==> src/rtl/chess_ui_pkg.sv <==
// Shared types and constants for the front-panel cursor/selection block.
//  ui_state_t   : selection state machine encoding (IDLE, SELECTED, COMMIT)
//  SQ_W         : width of a square index {row[2:0],col[2:0]}
//  ROW_MAX/COL_MAX : saturation limits for cursor movement
//  BTN_*        : bit positions of each button in the 7-wide event vector
//  sat_step     : one saturating +1/-1 step on a 3-bit coordinate
package chess_ui_pkg;

  typedef enum logic [1:0] {
    IDLE     = 2'd0,
    SELECTED = 2'd1,
    COMMIT   = 2'd2
  } ui_state_t;

  localparam int SQ_W = 6;
  localparam logic [2:0] ROW_MAX = 3'd7;
  localparam logic [2:0] COL_MAX = 3'd7;

  localparam int NUM_BTN     = 7;
  localparam int BTN_UP      = 0;
  localparam int BTN_DOWN    = 1;
  localparam int BTN_LEFT    = 2;
  localparam int BTN_RIGHT   = 3;
  localparam int BTN_ENTER   = 4;
  localparam int BTN_ESC     = 5;
  localparam int BTN_CONFIRM = 6;

  // Opposing requests in the same cycle cancel; the value never wraps.
  function automatic logic [2:0] sat_step(input logic [2:0] v, input logic inc,
                                          input logic dec, input logic [2:0] max_v);
    logic [2:0] r;
    r = v;
    if (inc && !dec && (v != max_v)) r = v + 3'd1;
    else if (dec && !inc && (v != 3'd0)) r = v - 3'd1;
    return r;
  endfunction

endpackage

==> src/rtl/cursor_input_ctrl_if.sv <==
// Move handoff between the front-panel controller and the move engine.
//  move_valid : high while a committed move waits for the engine
//  move_ack   : engine accepted the move
//  from_sq    : source square {row,col}
//  to_sq      : destination square {row,col}
// Handshake: the controller raises move_valid with from_sq/to_sq stable and holds
// all three unchanged until it samples move_ack=1 on a clock edge; move_valid then
// drops on the following cycle. move_ack while move_valid=0 has no effect.
interface cursor_input_ctrl_if;
  import chess_ui_pkg::*;

  logic            move_valid;
  logic            move_ack;
  logic [SQ_W-1:0] from_sq;
  logic [SQ_W-1:0] to_sq;

  modport master (output move_valid, output from_sq, output to_sq, input move_ack);
  modport slave  (input move_valid, input from_sq, input to_sq, output move_ack);
endinterface

==> src/rtl/button_debounce.sv <==
// Debouncer for one raw active-low push button.
//  clk12       : system clock
//  reset       : asynchronous active-low reset
//  raw_n       : raw button level, asynchronous to clk12, 0 = pressed
//  press_pulse : one-cycle pulse when the debounced level goes released->pressed
// The raw input passes a 2-flop synchroniser. The counter runs while the synced
// level disagrees with the stable level and restarts whenever they agree again, so
// only a level held for DEBOUNCE_CYCLES consecutive synced cycles is accepted.
module button_debounce #(
  parameter int DEBOUNCE_CYCLES = 120000
) (
  input  logic clk12,
  input  logic reset,
  input  logic raw_n,
  output logic press_pulse
);

  localparam int CNT_W = $clog2(DEBOUNCE_CYCLES);
  localparam logic [CNT_W-1:0] CNT_MAX = CNT_W'(DEBOUNCE_CYCLES - 1);

  logic             sync1_q, sync1_d;
  logic             sync2_q, sync2_d;
  logic             stable_q, stable_d;
  logic [CNT_W-1:0] cnt_q, cnt_d;
  logic             pulse_q, pulse_d;

  always_comb begin
    sync1_d  = raw_n;
    sync2_d  = sync1_q;
    stable_d = stable_q;
    cnt_d    = cnt_q;
    pulse_d  = 1'b0;
    if (sync2_q == stable_q) begin
      cnt_d = '0;
    end else if (cnt_q == CNT_MAX) begin
      stable_d = sync2_q;
      cnt_d    = '0;
      pulse_d  = ~sync2_q;  // only the transition to pressed (0) is an event
    end else begin
      cnt_d = cnt_q + 1'b1;
    end
  end

  always_ff @(posedge clk12 or negedge reset) begin
    if (!reset) begin
      sync1_q  <= 1'b1;
      sync2_q  <= 1'b1;
      stable_q <= 1'b1;
      cnt_q    <= '0;
      pulse_q  <= 1'b0;
    end else begin
      sync1_q  <= sync1_d;
      sync2_q  <= sync2_d;
      stable_q <= stable_d;
      cnt_q    <= cnt_d;
      pulse_q  <= pulse_d;
    end
  end

  assign press_pulse = pulse_q;

endmodule

==> src/rtl/cursor_input_ctrl.sv <==
// Front-panel input stage: debounces seven buttons, moves the board cursor and
// runs the select / cancel / commit state machine feeding the move engine.
//  clk12, reset          : clock and asynchronous active-low reset
//  btn_*_n               : raw active-low buttons (up, down, left, right, enter, esc, confirm)
//  lock                  : engine busy, discards all button events
//  mv (master)           : move_valid / move_ack handshake plus from_sq / to_sq
//  cursor                : {row,col} of the highlighted square
//  enter_pressed         : a source square is selected (SELECTED or COMMIT)
//  esc_pressed           : one-cycle pulse on cancel
//  confirm_pressed       : move committed, awaiting move_ack
//  state_dbg             : current selection state
module cursor_input_ctrl
  import chess_ui_pkg::*;
#(
  parameter int              DEBOUNCE_CYCLES = 120000,
  parameter logic [SQ_W-1:0] CURSOR_RESET    = 6'o00
) (
  input  logic                  clk12,
  input  logic                  reset,
  input  logic                  btn_up_n,
  input  logic                  btn_down_n,
  input  logic                  btn_left_n,
  input  logic                  btn_right_n,
  input  logic                  btn_enter_n,
  input  logic                  btn_esc_n,
  input  logic                  btn_confirm_n,
  input  logic                  lock,
  cursor_input_ctrl_if.master   mv,
  output logic [SQ_W-1:0]       cursor,
  output logic                  enter_pressed,
  output logic                  esc_pressed,
  output logic                  confirm_pressed,
  output ui_state_t             state_dbg
);

  logic [NUM_BTN-1:0] raw_n;
  logic [NUM_BTN-1:0] press;
  logic [NUM_BTN-1:0] ev;

  assign raw_n = {btn_confirm_n, btn_esc_n, btn_enter_n, btn_right_n,
                  btn_left_n, btn_down_n, btn_up_n};

  for (genvar g = 0; g < NUM_BTN; g++) begin : g_db
    button_debounce #(.DEBOUNCE_CYCLES(DEBOUNCE_CYCLES)) u_db (
      .clk12       (clk12),
      .reset       (reset),
      .raw_n       (raw_n[g]),
      .press_pulse (press[g])
    );
  end

  assign ev = lock ? '0 : press;

  ui_state_t       state_q, state_d;
  logic [SQ_W-1:0] cursor_q, cursor_d;
  logic [SQ_W-1:0] from_q, from_d;
  logic [SQ_W-1:0] to_q, to_d;
  logic            enter_q, enter_d;
  logic            confirm_q, confirm_d;
  logic            esc_q, esc_d;

  always_comb begin
    state_d   = state_q;
    cursor_d  = cursor_q;
    from_d    = from_q;
    to_d      = to_q;
    enter_d   = enter_q;
    confirm_d = confirm_q;
    esc_d     = 1'b0;

    if (state_q != COMMIT) begin
      cursor_d = {sat_step(cursor_q[5:3], ev[BTN_UP], ev[BTN_DOWN], ROW_MAX),
                  sat_step(cursor_q[2:0], ev[BTN_RIGHT], ev[BTN_LEFT], COL_MAX)};
    end

    // Squares are latched from the cursor value before this cycle's move.
    unique case (state_q)
      IDLE: begin
        if (ev[BTN_ENTER]) begin
          state_d = SELECTED;
          from_d  = cursor_q;
          enter_d = 1'b1;
        end
      end
      SELECTED: begin
        if (ev[BTN_ESC]) begin
          state_d = IDLE;
          enter_d = 1'b0;
          esc_d   = 1'b1;
        end else if (ev[BTN_CONFIRM] && (cursor_q != from_q)) begin
          state_d   = COMMIT;
          to_d      = cursor_q;
          confirm_d = 1'b1;
        end else if (ev[BTN_ENTER]) begin
          from_d = cursor_q;
        end
      end
      COMMIT: begin
        if (mv.move_ack) begin
          state_d   = IDLE;
          enter_d   = 1'b0;
          confirm_d = 1'b0;
        end
      end
      default: begin
        state_d   = IDLE;
        enter_d   = 1'b0;
        confirm_d = 1'b0;
      end
    endcase
  end

  always_ff @(posedge clk12 or negedge reset) begin
    if (!reset) begin
      state_q   <= IDLE;
      cursor_q  <= CURSOR_RESET;
      from_q    <= '0;
      to_q      <= '0;
      enter_q   <= 1'b0;
      confirm_q <= 1'b0;
      esc_q     <= 1'b0;
    end else begin
      state_q   <= state_d;
      cursor_q  <= cursor_d;
      from_q    <= from_d;
      to_q      <= to_d;
      enter_q   <= enter_d;
      confirm_q <= confirm_d;
      esc_q     <= esc_d;
    end
  end

  assign cursor          = cursor_q;
  assign enter_pressed   = enter_q;
  assign esc_pressed     = esc_q;
  assign confirm_pressed = confirm_q;
  assign state_dbg       = state_q;
  assign mv.move_valid   = confirm_q;
  assign mv.from_sq      = from_q;
  assign mv.to_sq        = to_q;

endmodule

==> src/flat_wrapper.sv <==
// flat-port wrapper written by rule: the top's interface ports become plain ports
module cursor_input_ctrl_flat import chess_ui_pkg::*;
#(
  parameter int              DEBOUNCE_CYCLES = 120000,
  parameter logic [SQ_W-1:0] CURSOR_RESET    = 6'o00
)
  (clk12, reset, btn_up_n, btn_down_n, btn_left_n, btn_right_n, btn_enter_n, btn_esc_n, btn_confirm_n, lock, cursor, enter_pressed, esc_pressed, confirm_pressed, state_dbg, mv_move_valid, mv_from_sq, mv_to_sq, mv_move_ack);
  cursor_input_ctrl_if mv_i ();
  input  logic clk12;
  input  logic reset;
  input  logic btn_up_n;
  input  logic btn_down_n;
  input  logic btn_left_n;
  input  logic btn_right_n;
  input  logic btn_enter_n;
  input  logic btn_esc_n;
  input  logic btn_confirm_n;
  input  logic lock;
  output logic [SQ_W-1:0] cursor;
  output logic enter_pressed;
  output logic esc_pressed;
  output logic confirm_pressed;
  output ui_state_t state_dbg;
  output wire logic [$bits(mv_i.move_valid)-1:0] mv_move_valid;
  output wire logic [$bits(mv_i.from_sq)-1:0] mv_from_sq;
  output wire logic [$bits(mv_i.to_sq)-1:0] mv_to_sq;
  input wire logic [$bits(mv_i.move_ack)-1:0] mv_move_ack;
  assign mv_move_valid = mv_i.move_valid;
  assign mv_from_sq = mv_i.from_sq;
  assign mv_to_sq = mv_i.to_sq;
  assign mv_i.move_ack = mv_move_ack;
  cursor_input_ctrl #(.DEBOUNCE_CYCLES(DEBOUNCE_CYCLES), .CURSOR_RESET(CURSOR_RESET)) u_core (.clk12(clk12), .reset(reset), .btn_up_n(btn_up_n), .btn_down_n(btn_down_n), .btn_left_n(btn_left_n), .btn_right_n(btn_right_n), .btn_enter_n(btn_enter_n), .btn_esc_n(btn_esc_n), .btn_confirm_n(btn_confirm_n), .lock(lock), .mv(mv_i), .cursor(cursor), .enter_pressed(enter_pressed), .esc_pressed(esc_pressed), .confirm_pressed(confirm_pressed), .state_dbg(state_dbg));
endmodule
==> config.mk <==
export PLATFORM = sky130hd
export DESIGN_NAME = cursor_input_ctrl_flat
export DESIGN_NICKNAME = d
export VERILOG_FILES = /design/src/rtl/chess_ui_pkg.sv /design/src/rtl/cursor_input_ctrl_if.sv /design/src/rtl/button_debounce.sv /design/src/rtl/cursor_input_ctrl.sv /design/src/flat_wrapper.sv
export SDC_FILE = /design/constraint.sdc
export NUM_CORES = 1
export LEC_CHECK = 0
export BUFFER_PORTS_ARGS = -buffer_cell sky130_fd_sc_hd__buf_2
export CORE_MARGIN = 2
export CORE_UTILIZATION = 47
export CTS_BUF_LIST = sky130_fd_sc_hd__clkbuf_4
export CTS_CLUSTER_DIAMETER = 60
export DETAILED_ROUTE_END_ITERATION = 10
export PLACE_DENSITY = 0.75
export SLEW_MARGIN = 20
export SYNTH_ARGS = -nofsm -noshare
export SYNTH_HDL_FRONTEND = slang
export SYNTH_SLANG_ARGS = --single-unit
==> constraint.sdc <==
create_clock -name clk12 -period 2.1 [get_ports clk12]
set_input_delay 0.105 -clock clk12 [delete_from_list [all_inputs] [get_ports clk12]]
set_output_delay 0.105 -clock clk12 [all_outputs]
set_load 0.05 [all_outputs]
==> results of run 1 <==
-- cells by family after synthesis --
group	after synthesis
flip-flops	170
AO/OA/AOI/OAI	34
buffers and inverters	40
AND/OR/NAND/NOR	376
XOR/XNOR	117
multiplexers	22
adder cells (fa/ha/maj)	9
-- per-stage QoR --
step | total power, mW | utilization (%)
floorplan | 3.54 | -
global placement | 3.66 | 51.9
global route | 5.62 | 54.3
detailed placement | 3.66 | 51.9
CTS | 5.44 | 54.1
finish | 5.36 | 54.3
-- cell type report --
cell class	instances	share of cell area, %
antenna	1	0.0276
multi-input combinational	558	40.2
clock inverter	11	1.09
tap	220	3.04
timing repair buffer	72	5.78
clock buffer	21	1.74
sequential	170	47.3
inverter	18	0.745
-- cell usage after synthesis (3+ instances only) --
cell type,number
a21o_1,3
a21oi_1,10
a31o_2,3
and2_1,6
and3_1,8
and4_1,15
buf_2,7
buf_4,4
clkbuf_1,8
dfrtp_1,149
dfstp_2,21
ha_1,7
inv_1,18
mux2_2,22
nand2_1,35
nand2b_1,4
nand3_1,37
nand4_1,51
nor2_1,128
nor3_1,22
nor3b_1,9
nor4_1,28
nor4b_1,8
nor4bb_1,4
o21ai_0,4
o21ai_1,3
o31ai_1,4
or2_1,3
or3_1,5
xnor2_1,73
xor2_1,44
-- worst paths after layout --
check	slack, ns	start	to	depth (start not counted)
min in group clk12	0.17	btn_left_n	u_core.g_db[2].u_db.sync1_q$_DFF_PN1_	2
worst max register to register	0.05	u_core.cursor[3]$_DFFE_PN0P_	u_core.cursor[5]$_DFFE_PN0P_	6
worst max-delay path	0.05	u_core.cursor[3]$_DFFE_PN0P_	u_core.cursor[5]$_DFFE_PN0P_	6
worst min register to register	0.36	u_core.g_db[6].u_db.sync1_q$_DFF_PN1_	u_core.g_db[6].u_db.sync2_q$_DFF_PN1_	0
max in group asynchronous	1.58	reset	u_core.g_db[3].u_db.stable_q$_DFFE_PN1P_	3
worst min-delay path	0.11	reset	u_core.g_db[4].u_db.sync1_q$_DFF_PN1_	2
-- per-layer routing --
| metal | wire length, µm | vias to the layer above | track usage (%) |
|---|---|---|---|
| li1 | - | 2836 | - |
| met1 | 7200 | 2818 | 24.1 |
| met2 | 7300 | 75 | 28.9 |
| met3 | 681 | 19 | 5.39 |
| met4 | 226 | 0 | 5.90 |
| met5 | 0 | - | 0 |
-- what timing repair did --
item	4_1_cts	5_1_grt
hold buffers	11	0
hold endpoints to repair	166	0
setup endpoints to repair	1	2
gates resized for setup	1	2
setup buffers	0	1
pin swaps	4	4
-- flip-flops by register name, summed over array words and instances (netlist names) --
signal                        count
u_core.g_db.u_db.press_pulse      7
u_core.g_db.u_db.sync1_q          7
u_core.mv.from_sq                 6
u_core.enter_pressed              1
u_core.g_db.u_db.stable_q         7
u_core.cursor                     6
u_core.state_dbg                  2
u_core.mv.to_sq                   6
u_core.g_db.u_db.sync2_q          7
u_core.confirm_pressed            1
u_core.g_db.u_db.cnt_q          119
u_core.esc_pressed                1
-- layout by cell type (no fill, tap or decap), drive strengths merged, types with 6 or more instances in the layout --
cell / Yosys / final
nand3: 37 / 37
o21ai: 7 / 7
nand4: 51 / 51
buf: 13 / 62
nor4b: 8 / 8
nor3: 22 / 22
clkbuf: 9 / 21
xor2: 44 / 44
dfstp: 21 / 21
and4: 15 / 15
and2: 6 / 6
mux2: 22 / 22
inv: 18 / 19
dlygate4sd3: 0 / 10
and3: 8 / 8
nor4: 30 / 30
nor3b: 9 / 9
dfrtp: 149 / 149
a21oi: 11 / 11
ha: 7 / 7
nor2: 128 / 128
nand2: 35 / 35
xnor2: 73 / 73
-- power groups by stage --
stage | clock network, mW | registers [mW] | logic [mW]
2_1_floorplan | 0 | 3.43 | 0.110
3_3_place_gp | 0 | 3.44 | 0.218
3_5_place_dp | 0 | 3.44 | 0.221
4_1_cts | 1.82 | 3.38 | 0.243
5_1_grt | 1.96 | 3.39 | 0.270
6_report | 1.74 | 3.38 | 0.234
==> flow_summary.yaml, run 1 <==
sta:
  whs_ns: 0.109
  drv_slew: 0
  worstMarginPinSlew_ns: 0.570
  final.period_utilization_pct: 97.7
  relSlewSlack_pct: 61.6
  setup_viol: 0
  clock_skew_ns: 0.0128
  hold_viol: 0
  fin_setup_tns_ns: 0
  final.setup.worst_slack_ns: 0.0489
  clock.fmax_mhz: 488
  fin_crit_ns: 2.05
final_layout:
  syn_to_final_growth_pct: 12.0
  design_area_um2: 9060
  ff_latch_area_um2: 4290
  finalNetCount: 857
  fillers: 1492
  drive_gt1_share_pct: 18.7
  multi_input_area_um2: 3650
  stdcell_count: 1071
logic_synthesis:
  synthFlopType: "dfrtp_1"
  synth_top_area_share_pct: 46.1
  synth_xor_area_share_pct: 12.7
  ys_ff_latch: 170
  yosysUniqueCellTypes: 49
  synthTopCellsByArea: "dfrtp_1 46%, xnor2_1 7.9%, dfstp_2 6.8%, nor2_1 5.9%, xor2_1 4.8%"
  synth_cells: 768
  syn_nets: 788
  synth_top_family_by_area: "simple AND/OR/NAND/NOR gates"
  ys_seq_area_share_pct: 52.9
  async_flop_share_pct: 100
  postSynthAreaPerCell_um2: 10.5
  synth_top_area_cell: "dfrtp_1"
  yosys.area_share.simple_pct: 24.6
  synth_mux_area_share_pct: 3.06
  syn_area_um2: 8100
  synth_edf_count: 0
  synth_warnings: 0
  synth_compound_area_share_pct: 2.75
  synthAdderAreaFrac_pct: 1.58
routing:
  post-route-drc-count: 0
  wirelength_um: 15400
  wl_per_cell_um: 14.4
  vias: 5748
  first_pass_iters: 4
  viasPerCell: 5.37
  drt-initial-drc-count: 277
  drtAntennaViolNets: 0
global_route:
  gr-usage-all-layers_pct: 18.2
  antenna_found_initial: 1
  grt_pass1_vias: 5443
  grt_pass1_wl_um: 26400
  grt_start_max_net_pins: 69
  globalRouteOverflowTotal: 0
placed_design:
  placed_cells: 1026
  portBuffers: 34
  gp_congestion: 0.836
  post_dp_cell_area_um2: 8660
  hpwl_um: 10700
  place_ws_ns: -0.0554
clocking:
  clkTransAtPathRegs_ns: 0.13
  clk_latency_ns: 0.56
  htreeDepth: 4
  cts_tree: "built"
  numCtsBuffers: 17
  cts_root_buffer: "clkbuf_4"
  cts_buffer_depth: 2
  cts.sinks: 170
power:
  combPwrFrac_pct: 4.4
  p_int_mw: 4.05
  p_leak_nw: 3.80
  power_density_nw_per_um2: 591
  swShare_pct: 24.4
  pwr-share-clk_pct: 32.5
  seqPwrFrac_pct: 63.1
  ir_drop_v: 0.000388
  switchingPower_mw: 1.30
critical_path:
  path_cells: "and3_4, or3_4, fa_2, or4_1, nand4_1, xnor2_1"
  path_buf_inv: 0
  required_ns: 2.59
  slowest_delay_ns: 0.49
  cp_top_family: "simple AND/OR/NAND/NOR gates"
  criticalPathCategory: "reg2reg"
  cp-end-kind: "flip-flop"
  cp-start-kind: "flip-flop"
  cpMaxStageDelayCell: "dfrtp_4"
  crit_fanout: 2
  crit_arrival_ns: 2.54
floorplan:
  start_util_pct: 48.5
  coreArea_um2: 16700
  rows: 47
  ios: 35
  die_w_um: 135
  dieArea_um2: 18300
  die_h_um: 135
outcome:
  status: "complete, no violations"
job:
  maxCapViolCount: 0
hold_path:
  hp-class: "in2async"
No activity file was read; power rests on OpenSTA's default activity.
==> run 2, diff against run 1 <==
Settings changed: PLACE_DENSITY 0.75 to 0.68.
==> run 2 against run 1 <==
  * Non-clock buffer count down 5
  * Sequential cell count unchanged
  * Clock skew grew 0.0062 ns
  * Via count fell by 0.64%
  * Final cell count shrank 0.47%
  * Utilization is 0.13 points lower
  * Clock-buffer cell count decreased by 3
  * Critical path type unchanged
  * Critical endpoint unchanged
  * Largest cell class unchanged
  * Largest power group unchanged
==> flow_summary.yaml, run 2 (same netlist as run 1, synthesis figures left out) <==
outcome:
  status: "complete, no violations"
placed_design:
  gp_congestion: 0.865
  placed_cells: 1022
  hpwl_um: 11100
  portBuffers: 34
power:
  p_int_mw: 4.14
  p_total_mw: 5.47
  swShare_pct: 24.3
  p_leak_nw: 3.80
  power_density_nw_per_um2: 605
  seqPwrFrac_pct: 61.9
  pwr-share-clk_pct: 34.0
  ir_drop_v: 0.000379
  switchingPower_mw: 1.33
  combPwrFrac_pct: 4.2
critical_path:
  worstReg2RegStart: "u_core.cursor[3]$_DFFE_PN0P_"
  required_ns: 2.58
  cp-end-kind: "flip-flop"
  crit_arrival_ns: 2.57
  reg2reg_depth: 6
  cp-start-kind: "flip-flop"
  criticalPathCategory: "reg2reg"
  regToRegEndpoint: "u_core.cursor[5]$_DFFE_PN0P_"
  r2r_slack_ns: 0.003
  crit_fanout: 2
floorplan:
  die_w_um: 135
  dieArea_um2: 18300
  coreArea_um2: 16700
  die_h_um: 135
  ios: 35
  start_util_pct: 48.5
  rows: 47
sta:
  drv_slew: 0
  hold_viol: 0
  final.period_utilization_pct: 99.9
  setup_viol: 0
  rsz0062_at_grt: "true"
  clock_skew_ns: 0.0190
  relSlewSlack_pct: 61.6
  clock.fmax_mhz: 477
  fin_crit_ns: 2.10
  worstMarginPinSlew_ns: 0.571
clocking:
  numCtsBuffers: 17
  clk_latency_ns: 0.55
  cts.sinks: 170
  cts_tree: "built"
  cts_root_buffer: "clkbuf_4"
  clkTransAtPathRegs_ns: 0.14
  cts_buffer_depth: 2
  htreeDepth: 4
global_route:
  antenna_found_initial: 1
  grt_pass1_vias: 5710
  grt_start_max_net_pins: 51
  grt_pass1_wl_um: 26800
  globalRouteOverflowTotal: 0
  gr-usage-all-layers_pct: 18.3
routing:
  vias: 5711
  wirelength_um: 15500
  post-route-drc-count: 0
  wl_per_cell_um: 14.6
  drt-initial-drc-count: 354
  viasPerCell: 5.36
  first_pass_iters: 5
  drtAntennaViolNets: 0
hold_path:
  hold_path_depth: 3
  hold_path_end: "u_core.esc_pressed$_DFF_PN0_"
  min_from: "lock"
  hp-class: "in2reg"
final_layout:
  layout_common_cells: "143 x dfrtp_1, 128 x nor2_1, 73 x xnor2_1"
  drive_gt1_share_pct: 18.0
  largest_reg_flops: 119
  finalNetCount: 852
  stdcell_count: 1066
  layout_commonest_cell: "dfrtp_1"
  syn_to_final_growth_pct: 11.7
  largest_register: "u_core.g_db.u_db.cnt_q"
job:
  maxCapViolCount: 0
==> run 2: worst max path at each step <==
stage                                       startpoint  slack, ns                      endpoint
after floorplan           u_core.cursor[3]$_DFFE_PN0P_      -0.15  u_core.cursor[5]$_DFFE_PN0P_
after global placement    u_core.cursor[3]$_DFFE_PN0P_      -0.02  u_core.cursor[5]$_DFFE_PN0P_
after detailed placement  u_core.cursor[3]$_DFFE_PN0P_      -0.08  u_core.cursor[5]$_DFFE_PN0P_
after CTS                 u_core.cursor[3]$_DFFE_PN0P_     -0.006  u_core.cursor[5]$_DFFE_PN0P_
after global routing      u_core.cursor[3]$_DFFE_PN0P_      -0.07  u_core.cursor[5]$_DFFE_PN0P_
final                     u_core.cursor[3]$_DFFE_PN0P_      0.003  u_core.cursor[5]$_DFFE_PN0P_
==> run 2: power groups by stage <==
stage                     sequential (mW)  combinational [mW]  clock [mW]
after floorplan                      3.43               0.110           0
after global placement               3.44               0.215           0
after detailed placement             3.44               0.220           0
after CTS                            3.38               0.235        1.94
after global routing                 3.39               0.264        2.08
final                                3.38               0.228        1.86
==> run 2: timing repair <==
item | 4_1_cts | 5_1_grt
hold buffers | 9 | 1
buffers inserted | 0 | 1
gates cloned | 0 | 0
pin swaps | 7 | 1
setup endpoints to repair | 2 | 2
hold endpoints to repair | 166 | 7
resized for setup | 2 | 0
==> run 2: cell type report <==
class / count / area [µm²]
Fill cell: 1514 / 7660
Sequential cell: 170 / 4290
Multi-Input combinational cell: 558 / 3640
Timing Repair Buffer: 67 / 487
Tap cell: 220 / 275
Clock inverter: 14 / 144
Clock buffer: 18 / 135
Inverter: 18 / 67.6
Antenna cell: 1 / 2.50
==> run 2: layer usage <==
| metal | global-route usage, % | up-vias | part of all wire, % |
|---|---|---|---|
| met4 | 5.50 | 0 | 1.1 |
| met5 | 0 | - | 0 |
| li1 | - | 2823 | - |
| met2 | 29.9 | 75 | 48 |
| met3 | 5.35 | 14 | 4.7 |
| met1 | 23.9 | 2799 | 46 |
==> run 2: worst max-delay path, cell delays in order, from the launching register on <==
cell	delay, ns
dfrtp_4	0.50
and3_4	0.16
or3_4	0.33
fa_2	0.37
or4_1	0.42
nand4_1	0.14
xnor2_1	0.12
==> run 2: per-stage QoR <==
step           hold WS (ns)  setup WS (ns)  util, %  area (µm²)  TNS (ns)
6_report             0.0898        0.00307     54.1        9040         0
5_1_grt              0.0749        -0.0730     54.1        9040   -0.0888
4_1_cts              0.0125       -0.00613     54.0        9020  -0.00613
3_5_place_dp         0.0572        -0.0786     51.8        8640    -0.109
3_3_place_gp         0.0538        -0.0217     51.8        8640   -0.0217
2_1_floorplan        -0.191         -0.149        -        8120    -0.276
